$ cat src/rtl/rx_rst_sequencer.sv
// rtl/rx_rst_sequencer.sv - staged RX reset sequencer: lock hold, ordered release, soft-reset cycle
// Optional: RX_RST_LOCK_MON_EN monitors lock after HOLD and falls back to HOLD on loss of lock.
module rx_rst_sequencer #(
    parameter int HOLD_CYCLES = 1024,
    parameter int STAGES      = 4,
    parameter int STAGE_GAP   = 16
) (
    input  logic              clk,
    input  logic              rst,
    input  logic              lock,
    input  logic              soft_req,
    output logic              soft_ack,
    output logic [STAGES-1:0] stage_rst,
    output logic              ready
);

    localparam int HW = $clog2(HOLD_CYCLES + 1);
    localparam int GW = $clog2(STAGE_GAP + 1);
    localparam int SW = $clog2(STAGES + 1);

    typedef enum logic [1:0] {
        HOLD  = 2'd0,
        STAGE = 2'd1,
        RUN   = 2'd2,
        SOFT  = 2'd3
    } state_t;

    state_t          state;
    logic [HW-1:0]   hold_cnt;
    logic [GW-1:0]   gap_cnt;
    logic [SW-1:0]   stage_idx;
    logic            lock_lost;

    always_comb begin
        lock_lost = 1'b0;
`ifdef RX_RST_LOCK_MON_EN
        lock_lost = (state != HOLD) && !lock;
`endif
    end

    always_ff @(posedge clk or negedge rst) begin
        if (!rst) begin
            state     <= HOLD;
            hold_cnt  <= '0;
            gap_cnt   <= '0;
            stage_idx <= '0;
            stage_rst <= '1;
            ready     <= 1'b0;
            soft_ack  <= 1'b0;
        end else begin
            soft_ack <= 1'b0;
            if (lock_lost) begin
                // Loss of lock outranks a pending soft request, so no ack here.
                state     <= HOLD;
                hold_cnt  <= '0;
                gap_cnt   <= '0;
                stage_idx <= '0;
                stage_rst <= '1;
                ready     <= 1'b0;
            end else begin
                case (state)
                    HOLD: begin
                        stage_rst <= '1;
                        ready     <= 1'b0;
                        if (!lock) begin
                            hold_cnt <= '0;
                        end else if (hold_cnt == HW'(HOLD_CYCLES - 1)) begin
                            state     <= STAGE;
                            hold_cnt  <= '0;
                            gap_cnt   <= '0;
                            stage_idx <= '0;
                        end else begin
                            hold_cnt <= hold_cnt + 1'b1;
                        end
                    end
                    STAGE: begin
                        if (gap_cnt == GW'(STAGE_GAP - 1)) begin
                            gap_cnt   <= '0;
                            stage_idx <= stage_idx + 1'b1;
                            for (int i = 0; i < STAGES; i++) begin
                                if (SW'(i) == stage_idx) stage_rst[i] <= 1'b0;
                            end
                            if (stage_idx == SW'(STAGES - 1)) begin
                                state <= RUN;
                                ready <= 1'b1;
                            end
                        end else begin
                            gap_cnt <= gap_cnt + 1'b1;
                        end
                    end
                    RUN: begin
                        if (soft_req) begin
                            state     <= SOFT;
                            stage_rst <= '1;
                            ready     <= 1'b0;
                            soft_ack  <= 1'b1;
                            gap_cnt   <= '0;
                            stage_idx <= '0;
                        end
                    end
                    SOFT: begin
                        stage_rst <= '1;
                        if (gap_cnt == GW'(STAGE_GAP - 1)) begin
                            state     <= STAGE;
                            gap_cnt   <= '0;
                            stage_idx <= '0;
                        end else begin
                            gap_cnt <= gap_cnt + 1'b1;
                        end
                    end
                    default: state <= HOLD;
                endcase
            end
        end
    end

endmodule

$ cat config.mk
export PLATFORM = sky130hd
export DESIGN_NAME = rx_rst_sequencer
export DESIGN_NICKNAME = d
export VERILOG_FILES = /design/src/rtl/rx_rst_sequencer.sv
export SDC_FILE = /design/constraint.sdc
export NUM_CORES = 1
export LEC_CHECK = 0
export CAP_MARGIN = 20
export CORE_MARGIN = 2
export CORE_UTILIZATION = 35
export DETAILED_ROUTE_END_ITERATION = 10
export GPL_ROUTABILITY_DRIVEN = 0
export GPL_TIMING_DRIVEN = 0
export HOLD_SLACK_MARGIN = 0.08
export PLACE_DENSITY = 0.63
export SYNTH_ARGS = -nofsm -noshare
export SYNTH_HDL_FRONTEND = slang
export SYNTH_SLANG_ARGS = --single-unit
$ cat constraint.sdc
create_clock -name clk -period 2.1 [get_ports clk]
set_input_delay 0.42 -clock clk [delete_from_list [all_inputs] [get_ports clk]]
set_output_delay 0.42 -clock clk [all_outputs]
set_load 0.1 [all_outputs]
==> summary.txt, run 1 <==
Route
  – Via count: roughly 1,200
  – WL final: 3.01 mm
  – Vias per inst: 5.41
  – 1st-iter DRT viols: 20
  – Drt pass-1 iters: 4
  – Routed Antenna Nets: 0
  – Residual DRC count: 0
  – Routed WL per cell: about 14 um

Setup path
  – CP max FO: 2
  – CP required: approximately 1.7 ns
  – Flop-to-flop setup slack: about 0.060 ns
  – CP cell instances: dlygate4sd2_1
  – Max stage delay on crit path: ~0.84 ns
  – CP endpoint kind: output port
  – Crit path kind: register to output port
  – Critical-path top delay cell: dlygate4sd2_1
  – Critical path arrival: ~1.7 ns
  – Worst path buffer plus inverter count: 1
  – Critical Path Start Type: register
  – Critical path's top delay family: buffers and inverters

STA
  – Hold Violations, Final: 0
  – Clock skew: ~0.0041 ns
  – Max frequency: 0.484 GHz
  – Crit share post-route: 0.985
  – Min Tclk post-route: between 2 and 2.5 ns
  – Relative slew margins: 0.365
  – Hold Slack: around 0.48 ns
  – Final setup vio count: 0
  – Worst slew pin tran: between 0.9 and 1 ns
  – Max-slew violations: 0

Die
  – Die ar.: between 4000 and 5000 um2
  – Core area: roughly 4100 um2
  – Initial cell density of the core: 0.372
  – Die height: between 60 and 70 um
  – I/O pins: 10
  – Std cell rows: 23
  – Die W: between 60 and 70 um

Layout
  – Nets: 188
  – Commonest non-fill, non-tap cell in the layout: dfrtp_1
  – Most frequent cells in the layout: dfrtp_1, o21ai_0, ha_1
  – Fillcell total: slightly below 400
  – Synth-to-Final Area Change: 16.3%
  – Fraction of layout cells with a size suffix above 1: 0.147
  – Util after Layout: 0.433
  – Ant. Diodes: 0

Pwr
  – Design Power: around 2.5 mW
  – Worst vdd ir: 0.000565 V
  – Leakage: approximately 0.80 nW
  – Power Density: 1410 nW/um2

Synthesis
  – Synth Flop Type: dfrtp_1
  – Net Count, Synth: 170
  – Syn Area/Cell: 9.94 um2
  – Yosys warns: 0
  – Count of different cell masters after synthesis: 40
  – Post-synth EDFFs: 0
  – Seq cells post-synth: 27
  – Post-Syn Instances: about 150
  – Sequential area share after synthesis: 0.448
  – Cell area after synthesis: ~1500 um2
  – Ys async rst share: 1.00

Placement
  – Final HPWL DP: 2.23 mm
  – Port Buf Inserts: 9

CTS
  – Sink Count: 27
  – Worst-Skew Late Latency: between 0.2 and 0.3 ns
  – Clk buf depth: 2
  – Clock-pin transition on the worst setup and hold timing paths: roughly 0.090 ns
  – H-tree levels: 1
  – Cts hold-fix bufs: 0
  – CTS root buf: clkbuf_8
  – CTS Buf Count: 3
  – TritonCTS clock tree: built

Hold path
  – Worst Hold Class: register to register

Global route
  – Global-route wire length before repair: 5.32 mm
  – Busiest grt layer: met2
  – GR Overflow Total: 0
  – Initial antenna violation count: 0
  – Largest net degree at the start of global routing: 16
  – Gr usage total: 0.132
  – Vias in the first global route: approximately 1,200
  – Met1 GRT Util: 0.166
  – Grt met3 use: 0.0361
  – Met2 Resource Use GR: 0.229

Flow run
  – Max cap viols: 0

Outcome
  – Status: completed
[metal layers]
layer	up-vias	routed length, um	part of all wire
li1	595	-	-
met1	570	1380	0.46
met2	22	1500	0.50
met3	4	108	0.036
met4	0	21	0.0070
met5	-	0	0
[state kept, by name (all words and copies together), names as in the netlist]
| name | count |
|---|---|
| state | 2 |
| soft_ack | 1 |
| hold_cnt | 11 |
| gap_cnt | 5 |
| stage_rst | 4 |
| stage_idx | 3 |
| ready | 1 |
[cell type report]
type | count | area, um2 | area share
multi-input combinational | 111 | 779 | 0.441
clock buffer | 4 | 45.0 | 0.0255
buffer | 5 | 31.3 | 0.0177
timing repair buffer | 14 | 131 | 0.0743
inverter | 9 | 36.3 | 0.0205
sequential | 27 | 682 | 0.386
tap | 50 | 62.6 | 0.0354
[cell usage after synthesis (all sizes together) (4+ instances only)]
cell    count  area (um2)
o21ai      27         139
dfrtp      23         576
ha         13         163
nand2      10        37.5
inv         9        33.8
o31ai       7        52.6
nor2b       5        31.3
buf         4        22.5
dfstp       4         105
nand2b      4        25.0
nand3       4        20.0
nor2        4        15.0
[worst paths after layout]
path / startpoint / endpoint / cells after the start
max in group asynchronous: rst / hold_cnt[4] / 2
min: hold_cnt[7] / hold_cnt[7] / 1
max: stage_rst[2] / stage_rst[2] / 1
min reg2reg: hold_cnt[7] / hold_cnt[7] / 1
min in group asynchronous: rst / stage_idx[1] / 1
max reg2reg: state[0] / state[1] / 5
[power breakdown]
| group | total, mW | internal [mW] | switching, mW |
|---|---|---|---|
| registers | 0.782 | 0.685 | 0.0964 |
| clock network | 0.296 | 0.136 | 0.160 |
| logic | 1.42 | 0.478 | 0.940 |
[logic make-up (layout without fill, tap and decap cells)]
logic type      Yosys count  count (layout)  synth area share
simple gates             43              43             0.159
mux                       2               2            0.0165
flops                    27              27             0.448
fa+ha+maj                13              13             0.107
buf+inv                  15              32            0.0420
compound gates           53              53             0.228
[repair_timing]
item                       in CTS  in global routing
gates resized for setup         8                 11
buffers inserted                1                  3
setup endpoints to repair      15                 13
pin swaps                       0                  1
[through the flow]
step / setup TNS [ns] / worst slack [ns] / cells / area (um2)
after global routing: -0.00540 / -0.00540 / 220 / 1770
after CTS: 0 / 0.00440 / 218 / 1730
after global placement: 0 / 0.00651 / 212 / 1670
after floorplan: 0 / 0.173 / 153 / 1520
final: 0 / 0.0321 / 220 / 1770
after detailed placement: -0.249 / -0.0799 / 213 / 1690
Note: power is estimated with default switching activity, not from simulation.
==> run 2: changes to the inputs <==
--- a/config.mk
+++ b/config.mk
@@ -6,6 +6,7 @@
 export NUM_CORES = 1
 export LEC_CHECK = 0
 export CAP_MARGIN = 20
+export CORE_ASPECT_RATIO = 0.6
 export CORE_MARGIN = 2
 export CORE_UTILIZATION = 35
 export DETAILED_ROUTE_END_ITERATION = 10
==> summary.txt, run 2 (synthesis results as in run 1) <==
Outcome
  – Status: completed

CTS
  – CTS Buf Count: 3 (unchanged)
  – CTS root buf: clkbuf_8
  – Clk buf depth: 2 (unchanged)
  – Cts hold-fix bufs: 0 (unchanged)
  – Sink Count: 27 (unchanged)
  – TritonCTS clock tree: built
  – H-tree levels: 1 (unchanged)
  – Worst-Skew Late Latency: 0.27 ns (about the same)
  – Clock-pin transition on the worst setup and hold timing paths: 0.10 ns (about the same)

STA
  – Clock skew: 0.00655 ns (+0.00241 ns)
  – Min Tclk post-route: 2.05 ns (-0.0207 ns)
  – Relative slew margins: 0.366 (+0.000700)
  – Final setup TNS: 0 ns (unchanged)
  – Max-slew violations: 0 (unchanged)
  – Max frequency: 0.488 GHz (+1.0%)
  – Final setup vio count: 0 (unchanged)
  – Hold Slack: 0.495 ns (+0.0101 ns)
  – Worst slew pin tran: 0.955 ns (-0.000980 ns)
  – Crit share post-route: 0.975 (-0.00985)
  – Hold Violations, Final: 0 (unchanged)

Layout
  – Most frequent cells in the layout: dfrtp_1, o21ai_0, ha_1
  – Commonest non-fill, non-tap cell in the layout: dfrtp_1
  – Util after Layout: 0.441 (+0.00879)
  – Ant. Diodes: 0 (unchanged)
  – Nets: 190 (+1.1%)
  – Synth-to-Final Area Change: 20.3%
  – Regs by FF count: hold_cnt x11, gap_cnt x5, stage_rst x4
  – Fin area: 1830 um2 (+3.5%)
  – Layout Cells excl Fill: 232 (+5.5%)
  – Fraction of layout cells with a size suffix above 1: 0.186 (+0.0390)
  – Biggest register: hold_cnt
  – Number of flip-flops under the largest register name: 11 (unchanged)

Route
  – Residual DRC count: 0 (unchanged)
  – Routed WL per cell: 13.4 um (-2.5%)
  – 1st-iter DRT viols: 28 (+40%)
  – WL final: 3.10 mm (+2.8%)
  – Vias per inst: 5.07 (-6.4%)
  – Via count: 1,176 (-1.3%)
  – Drt pass-1 iters: 4 (unchanged)
  – Routed Antenna Nets: 0 (unchanged)

Global route
  – Vias in the first global route: 1,062 (-9.0%)
  – Largest net degree at the start of global routing: 17 (+1)
  – Global-route wire length before repair: 5.00 mm (-6.0%)
  – Gr usage total: 0.136 (+0.00461)
  – GR Overflow Total: 0 (unchanged)
  – Initial antenna violation count: 0 (unchanged)

Hold path
  – Worst Hold Class: register to register

Die
  – Die W: 89.1 um (+27%)
  – Std cell rows: 18 (-22%)
  – Die height: 55.1 um (-21%)
  – Initial cell density of the core: 0.367 (-0.00517)
  – Die ar.: 4900 um2 (+0.35%)
  – Core area: 4140 um2 (+1.4%)
  – I/O pins: 10 (unchanged)

Setup path
  – CP max FO: 2 (unchanged)
  – CP required: 1.68 ns (about the same)
  – CP endpoint kind: output port
  – Critical path's top delay family: buffers and inverters
  – CP cell instances: clkdlybuf4s15_1
  – Worst path buffer plus inverter count: 1 (unchanged)
  – Critical-path top delay cell: clkdlybuf4s15_1
  – Critical Path Start Type: register
  – Max stage delay on crit path: 0.81 ns (-0.03 ns)
  – Critical path arrival: 1.63 ns (-0.02 ns)
  – Crit path kind: register to output port

Placement
  – Final HPWL DP: 2.28 mm (+2.2%)
  – Placed insts: 223 (+4.7%)
  – Post-DP Area: 1710 um2 (+1.5%)
  – Port Buf Inserts: 9 (unchanged)

Pwr
  – Leakage: 0.818 nW (+2.2%)
  – Worst vdd ir: 0.000666 V (+18%)
  – Power Density: 1400 nW/um2 (-0.67%)

Flow run
  – Max cap viols: 0 (unchanged)
==> run 2: timing repair <==
action,CTS,global route
resized for setup,8,19
cloned,0,1
buffers inserted,0,4
pin swaps,0,2
endpoints found under the setup margin,14,14
==> run 2: area by class of cell <==
class	count	area [um2]
Multi-Input combinational cell	111	805
Timing Repair Buffer	15	145
Clock buffer	3	41.3
Fill cell	424	2310
Clock inverter	1	7.51
Sequential cell	27	683
Inverter	9	33.8
Tap cell	60	75.1
Buffer	6	38.8
==> run 2: path summary, 6_finish.rpt <==
| path | from | endpoint | slack (ns) | depth (start not counted) |
|---|---|---|---|---|
| max in group asynchronous | rst | stage_rst[0] | 0.95 | 2 |
| hold / removal | hold_cnt[7] | hold_cnt[7] | 0.49 | 1 |
| min in group asynchronous | rst | gap_cnt[3] | 0.55 | 1 |
| setup / recovery | stage_rst[2] | stage_rst[2] | 0.05 | 1 |
| setup reg to reg | gap_cnt[0] | state[1] | 0.08 | 5 |
| hold reg to reg | hold_cnt[7] | hold_cnt[7] | 0.49 | 1 |
==> run 2: per-stage QoR <==
stage	power, mW	setup WS, ns
floorplan	1.84	0.173
global placement	2.10	-0.0167
detailed placement	2.16	-0.0850
CTS	2.43	0.00736
global route	2.76	-0.00224
finish	2.57	0.0528
==> run 2: layer usage <==
layer / track usage / share of wire / vias up
met2: 0.200 / 0.43 / 9
met4: 0.0448 / 0.012 / 0
met3: 0.0341 / 0.020 / 4
met1: 0.197 / 0.54 / 571
li1: - / - / 592
met5: 0 / 0 / -
==> run 2: worst register-to-register path, stage by stage, from the launching register on <==
cell and delay [ns]:
dfrtp_1 0.40, ha_1 0.24, nand3_1 0.14, o22a_2 0.29
or4_4 0.52, mux2_4 0.31
==> run 2: power by group <==
| part | switching, mW | internal [mW] | total, mW |
|---|---|---|---|
| logic | 0.962 | 0.503 | 1.47 |
| clock network | 0.166 | 0.135 | 0.301 |
| registers | 0.113 | 0.687 | 0.800 |
